**src/rtl/aes_pkg.sv**
```systemverilog
// Shared types and constants for the iterative AES-128 controller and its rcon generator.
package aes_pkg;

  localparam int         AES128_ROUNDS = 10;
  localparam logic [7:0] RCON_INIT     = 8'h01;
  localparam logic [7:0] RCON_POLY     = 8'h1b;

  typedef enum logic [1:0] {
    S_IDLE  = 2'd0,
    S_ROUND = 2'd1,
    S_FINAL = 2'd2,
    S_DONE  = 2'd3
  } state_e;

  typedef enum logic [1:0] {
    RND_INIT  = 2'd0,
    RND_FULL  = 2'd1,
    RND_FINAL = 2'd2
  } rnd_sel_e;

  // Multiply by x in GF(2^8) modulo the AES polynomial.
  function automatic logic [7:0] xtime(input logic [7:0] b);
    return {b[6:0], 1'b0} ^ (b[7] ? RCON_POLY : 8'h00);
  endfunction

endpackage

```
**src/rtl/aes_round_ctrl_if.sv**
```systemverilog
// Request/response handshake between the host side and the AES round controller.
interface aes_round_ctrl_if;
  logic in_valid;
  logic in_ready;
  logic out_valid;
  logic out_ready;

  modport master (
    output in_valid,
    output out_ready,
    input  in_ready,
    input  out_valid
  );

  modport slave (
    input  in_valid,
    input  out_ready,
    output in_ready,
    output out_valid
  );
endinterface

```
**src/rtl/aes_rcon_gen.sv**
```systemverilog
// Round-constant register: cleared, seeded with 0x01, or advanced by xtime once per key step.
module aes_rcon_gen
  import aes_pkg::*;
(
  input  logic       clk,
  input  logic       reset,
  input  logic       init,
  input  logic       step,
  input  logic       clear,
  output logic [7:0] rcon
);

  logic [7:0] rcon_q;
  logic [7:0] rcon_d;

  always_comb begin
    rcon_d = rcon_q;
    if (clear) begin
      rcon_d = 8'h00;
    end else if (init) begin
      rcon_d = RCON_INIT;
    end else if (step) begin
      rcon_d = xtime(rcon_q);
    end
  end

  always_ff @(posedge clk or posedge reset) begin
    if (reset) begin
      rcon_q <= 8'h00;
    end else begin
      rcon_q <= rcon_d;
    end
  end

  assign rcon = rcon_q;

endmodule

```
**src/rtl/aes_round_ctrl.sv**
```systemverilog
// Sequencer for the iterative AES-128 datapath: load, 9 full rounds, final round, result handshake.
// Optional AES_ABORT_EN adds an abort input that cancels a block in progress.
module aes_round_ctrl
  import aes_pkg::*;
#(
  parameter int ROUNDS = AES128_ROUNDS,
  parameter int CNT_W  = 16
) (
  input  logic             clk,
  input  logic             reset,
  aes_round_ctrl_if.slave  hs,
  output logic             ld,
  output logic             st_en,
  output logic             key_step,
  output logic [7:0]       rcon,
  output logic [1:0]       rnd_sel,
  output logic [3:0]       round,
  output logic             busy,
  output logic [CNT_W-1:0] blk_cnt
`ifdef AES_ABORT_EN
  ,
  input  logic             abort
`endif
);

  localparam logic [3:0] LAST_FULL = 4'(ROUNDS - 1);

  state_e           state_q, state_d;
  logic [3:0]       round_q, round_d;
  logic [CNT_W-1:0] blk_cnt_q, blk_cnt_d;
  logic             abort_w;
  logic             rcon_init;
  logic             rcon_step;
  logic             rcon_clear;

`ifdef AES_ABORT_EN
  assign abort_w = abort;
`else
  assign abort_w = 1'b0;
`endif

  always_comb begin
    state_d      = state_q;
    round_d      = round_q;
    blk_cnt_d    = blk_cnt_q;
    rcon_init    = 1'b0;
    rcon_step    = 1'b0;
    rcon_clear   = 1'b0;
    hs.in_ready  = 1'b0;
    hs.out_valid = 1'b0;
    ld           = 1'b0;
    st_en        = 1'b0;
    key_step     = 1'b0;
    busy         = 1'b0;
    rnd_sel      = RND_INIT;

    case (state_q)
      S_IDLE: begin
        hs.in_ready = 1'b1;
        ld          = hs.in_valid;
        if (hs.in_valid) begin
          state_d   = S_ROUND;
          round_d   = 4'd1;
          rcon_init = 1'b1;
        end
      end
      S_ROUND: begin
        busy    = 1'b1;
        rnd_sel = RND_FULL;
        if (abort_w) begin
          state_d    = S_IDLE;
          round_d    = 4'd0;
          rcon_clear = 1'b1;
        end else begin
          st_en     = 1'b1;
          key_step  = 1'b1;
          rcon_step = 1'b1;
          round_d   = round_q + 4'd1;
          if (round_q == LAST_FULL) begin
            state_d = S_FINAL;
          end
        end
      end
      S_FINAL: begin
        busy    = 1'b1;
        rnd_sel = RND_FINAL;
        // rcon is cleared on leaving so it reads 0 in IDLE/DONE without an output mux.
        rcon_clear = 1'b1;
        if (abort_w) begin
          state_d = S_IDLE;
          round_d = 4'd0;
        end else begin
          st_en    = 1'b1;
          key_step = 1'b1;
          state_d  = S_DONE;
        end
      end
      S_DONE: begin
        hs.out_valid = 1'b1;
        if (hs.out_ready) begin
          state_d   = S_IDLE;
          round_d   = 4'd0;
          blk_cnt_d = blk_cnt_q + 1'b1;
        end
      end
      default: begin
        state_d = S_IDLE;
        round_d = 4'd0;
      end
    endcase
  end

  always_ff @(posedge clk or posedge reset) begin
    if (reset) begin
      state_q   <= S_IDLE;
      round_q   <= 4'd0;
      blk_cnt_q <= '0;
    end else begin
      state_q   <= state_d;
      round_q   <= round_d;
      blk_cnt_q <= blk_cnt_d;
    end
  end

  aes_rcon_gen u_rcon_gen (
    .clk   (clk),
    .reset (reset),
    .init  (rcon_init),
    .step  (rcon_step),
    .clear (rcon_clear),
    .rcon  (rcon)
  );

  assign round   = round_q;
  assign blk_cnt = blk_cnt_q;

endmodule

```
**src/flat_wrapper.sv**
```systemverilog
// flat-port wrapper written by rule: the top's interface ports become plain ports
module aes_round_ctrl_flat import aes_pkg::*;
#(
  parameter int ROUNDS = AES128_ROUNDS,
  parameter int CNT_W  = 16
)
  (clk, reset, ld, st_en, key_step, rcon, rnd_sel, round, busy, blk_cnt, hs_in_valid, hs_out_ready, hs_in_ready, hs_out_valid);
  aes_round_ctrl_if hs_i ();
  input  logic clk;
  input  logic reset;
  output logic ld;
  output logic st_en;
  output logic key_step;
  output logic [7:0] rcon;
  output logic [1:0] rnd_sel;
  output logic [3:0] round;
  output logic busy;
  output logic [CNT_W-1:0] blk_cnt;
  input wire logic [$bits(hs_i.in_valid)-1:0] hs_in_valid;
  input wire logic [$bits(hs_i.out_ready)-1:0] hs_out_ready;
  output wire logic [$bits(hs_i.in_ready)-1:0] hs_in_ready;
  output wire logic [$bits(hs_i.out_valid)-1:0] hs_out_valid;
  assign hs_i.in_valid = hs_in_valid;
  assign hs_i.out_ready = hs_out_ready;
  assign hs_in_ready = hs_i.in_ready;
  assign hs_out_valid = hs_i.out_valid;
  aes_round_ctrl #(.ROUNDS(ROUNDS), .CNT_W(CNT_W)) u_core (.clk(clk), .reset(reset), .hs(hs_i), .ld(ld), .st_en(st_en), .key_step(key_step), .rcon(rcon), .rnd_sel(rnd_sel), .round(round), .busy(busy), .blk_cnt(blk_cnt));
endmodule
```
**config.mk**
```make
export PLATFORM = sky130hd
export DESIGN_NAME = aes_round_ctrl_flat
export DESIGN_NICKNAME = d
export VERILOG_FILES = /design/src/rtl/aes_pkg.sv /design/src/rtl/aes_round_ctrl_if.sv /design/src/rtl/aes_rcon_gen.sv /design/src/rtl/aes_round_ctrl.sv /design/src/flat_wrapper.sv
export SDC_FILE = /design/constraint.sdc
export NUM_CORES = 1
export LEC_CHECK = 0
export ABC_CLOCK_PERIOD_IN_PS = 2500
export CAP_MARGIN = 20
export CORE_MARGIN = 4
export CORE_UTILIZATION = 45
export CTS_BUF_LIST = sky130_fd_sc_hd__clkbuf_4
export DETAILED_ROUTE_END_ITERATION = 12
export GPL_ROUTABILITY_DRIVEN = 0
export PLACE_DENSITY = 0.75
export SKIP_LAST_GASP = 1
export SLEW_MARGIN = 30
export SYNTH_ARGS = -nofsm -noshare
export SYNTH_HDL_FRONTEND = slang
export SYNTH_SLANG_ARGS = --single-unit
```
**constraint.sdc**
```tcl
create_clock -name clk -period 2.5 [get_ports clk]
set_input_delay 0.5 -clock clk [delete_from_list [all_inputs] [get_ports clk]]
set_output_delay 0.5 -clock clk [all_outputs]
set_load 0.05 [all_outputs]
```
==> flow_summary.toml <==
[floorplanning]
floorplan.io_pins = 40
die_width_microns = 65.4
coreArea_sq_um = 3100
effective_utilization_at_floorplan_pct = 47.7
floorplan.rows = 20
dieArea_sq_um = 4270
die_h_microns = 65.4

[pwr]
leakagePower_uw = 0.000926
power.density_nw_per_um2 = 1250
vdd.ir_drop.worst_mv = 1.47
internal_power_uw = 1160
switching_share_pct = 52.7
seqPwrFrac_pct = 29.0
power.share.clock_pct = 11.2
switchingPower_uw = 1300
power_frac_comb_pct = 59.8

[drt]
first_iter_violations = 53
wl_per_cell_microns = 14.1
firstDrtPassIters = 4
detail_route.vias_per_cell = 5.02
post-route-drc-count = 0
routed-via-count = 1090
number_of_nets_with_antenna_violations_after_routing = 0
postRouteWirelength_mm = 3.06

[synth]
yosys_most_used_dff = "dfrtp_1"
main_combinational_cell_family_by_area_after_synthesis = "simple AND/OR/NAND/NOR gates"
netlist-cell-type-count = 30
synth_top_cell_by_area = "dfrtp_1"
yosys_warnings = 0
synth_largest_type_area_fraction_pct = 50.7
post_synth_fa_ha_maj_area_fraction_pct = 6.76
seq_area_frac_synth_pct = 50.7
async_reset_ff_share_pct = 100
synth.cell_area_sq_um = 1480
synthesis.nets = 140
synth_commonest_cells = "dfrtp_1, nand2_1, xnor2_1, xor2_1"
synth_compound_gate_area_share_pct = 11.1
synthXorXnorAreaFrac_pct = 10.6
synth_enable_flop_cells = 0
synthesis.instances = 128
post_synth.cell_area_avg_sq_um = 11.6
post_synth_and_or_nand_nor_area_fraction_pct = 16.0
muxShareOfSynthArea_pct = 1.44
ys_seq_elements = 30
synth.top_cells.by_area = "dfrtp_1, ha_1, xnor2_1"
yosys.cell_count.top_type = "dfrtp_1"

[final_layout]
flow.area_growth_from_synthesis_pct = 32.9
final_cells = 217
design.final.nets = 184
final_cell_area_sq_um = 1970
inserted_diodes = 0
final_layout_size_suffix_gt1_share_pct = 11.6
filler_cell_count = 283

[clocking]
cts_tree = "yes"
clkLatencyLatePin_ns = 0.32
cts_made_buffers = 5
ctsRootBufferMaster = "clkbuf_4"
cts_max_path_buffers = 2
cts_setup_buffers = 0
clock_tree.htree_level_count = 2
clock_sink_count = 30
cts_hold_buffers = 0
post_cts_resized = 3
clkTransAtPathRegs_ns = 0.10

[global_route]
grt.total_usage_pct = 16.4
via_count_of_the_first_global_routing_pass = 1143
number_of_antenna_violations_at_the_first_check_in_global_routing = 0
grt_first_pass_wirelength_mm = 5.35
overall_overflow_remaining_after_global_route = 0
grt_max_degree = 31

[sta]
finalSetupViolations = 0
max_slew.worst_pin.slew_ns = 0.522
unrepaired_setup_endpoints_after_global_routing = "false"
timing.final.max_slew_violations = 0
clock-skew-final_ns = 0.00569
final_hold_viols = 0
min_period_ns = 2.34
max_freq_ghz = 0.428
worst_slew_margin_rel_pct = 65.4
timing.setup.tns_ns = 0
post-route-period-util_pct = 93.5

[min_path]
min_path_type = "register to register"
min_path_cells = 1

[critical_path]
r2r_setup_slack_ns = 0.77
critPathLaunchType = "register"
end_kind = "output port"
cp_data_required_time_ns = 2.00
worst-setup-path-type = "register to output port"
cp.arrival_ns = 1.84
timing.reg2reg.worst_path_depth = 5
cp_max_fo = 4

[run_status]
status = "finished, final reports clean"

[job]
max-cap-violations = 0

[placement]
dpl_cell_area_sq_um = 1920
place.port_buffers = 39
dpl_wire_length_mm = 2.33
post-place-cells = 209
worst max-delay path, cell delays in order, from the launching register on:
cell,delay (ns)
dfrtp_1,0.41
inv_1,0.13
ha_1,0.17
clkdlybuf4s50_1,0.80
layer usage:
layer	part of all wire [%]	track usage [%]
met5	0	0
met4	0.95	7.77
met3	6.1	4.62
met2	48	27.2
met1	45	19.6
placed cells by master (no fill, tap or decap), types with 5 or more instances in the layout:
cell | netlist | routed
xor2_1 | 9 | 9
xnor2_1 | 9 | 9
clkdlybuf4s50_1 | 0 | 32
dfrtp_1 | 30 | 30
nand3_1 | 7 | 7
clkbuf_4 | 0 | 5
o21ai_0 | 7 | 7
nor2_1 | 6 | 6
a22o_1 | 7 | 7
ha_1 | 8 | 8
inv_1 | 8 | 8
nand2_1 | 11 | 11
layout make-up:
class                      count  area, sq um  area share (%)
multi-input combinational     87          682            34.6
tap                           44         55.1            2.80
inverter                       8         30.0            1.53
timing repair buffer          40          397            20.2
clock inverter                 3         16.3           0.826
sequential                    30          751            38.1
clock buffer                   5         37.5            1.91
cell families (layout without fill, tap and decap cells):
logic type	after synthesis	in the layout
simple gates	39	39
xor+xnor	18	18
flops	30	30
mux	2	2
fa+ha+maj	8	8
buf+inv	11	56
compound gates	20	20
flip-flops by register name (all words and copies together) (netlist names):
name / cells
u_core.blk_cnt: 16
u_core.round: 4
u_core.state_q: 2
u_core.u_rcon_gen.rcon: 8
worst paths after layout:
path                                                start                                    end
hold reg to reg            u_core.blk_cnt[15]$_DFFE_PP0P_         u_core.blk_cnt[15]$_DFFE_PP0P_
setup / recovery            u_core.state_q[0]$_DFFE_PP0P_                             rnd_sel[1]
hold / removal             u_core.blk_cnt[15]$_DFFE_PP0P_         u_core.blk_cnt[15]$_DFFE_PP0P_
max in group asynchronous                           reset            u_core.round[0]$_DFFE_PP0P_
setup reg to reg            u_core.state_q[1]$_DFFE_PP0P_         u_core.blk_cnt[15]$_DFFE_PP0P_
min in group asynchronous                           reset  u_core.u_rcon_gen.rcon[5]$_DFFE_PP0P_
power by group through the flow:
stage | logic (uW) | clock network [uW] | registers (uW)
after floorplan | 824 | 0 | 984
after global placement | 1460 | 0 | 713
after detailed placement | 1500 | 0 | 723
after CTS | 1480 | 291 | 715
after global routing | 1570 | 318 | 733
final | 1470 | 275 | 715
through the flow:
| step | util [%] | power [uW] | setup WS (ns) | hold WS, ns |
|---|---|---|---|---|
| global route | 63.4 | 2620 | 0.0738 | 0.527 |
| floorplan | - | 1810 | 0.261 | 0.591 |
| global placement | 61.8 | 2180 | 0.398 | 0.464 |
| finish | 63.4 | 2460 | 0.163 | 0.489 |
| detailed placement | 61.8 | 2220 | 0.312 | 0.486 |
| CTS | 63.4 | 2490 | 0.133 | 0.504 |
Note: power is estimated with default switching activity, not from simulation.
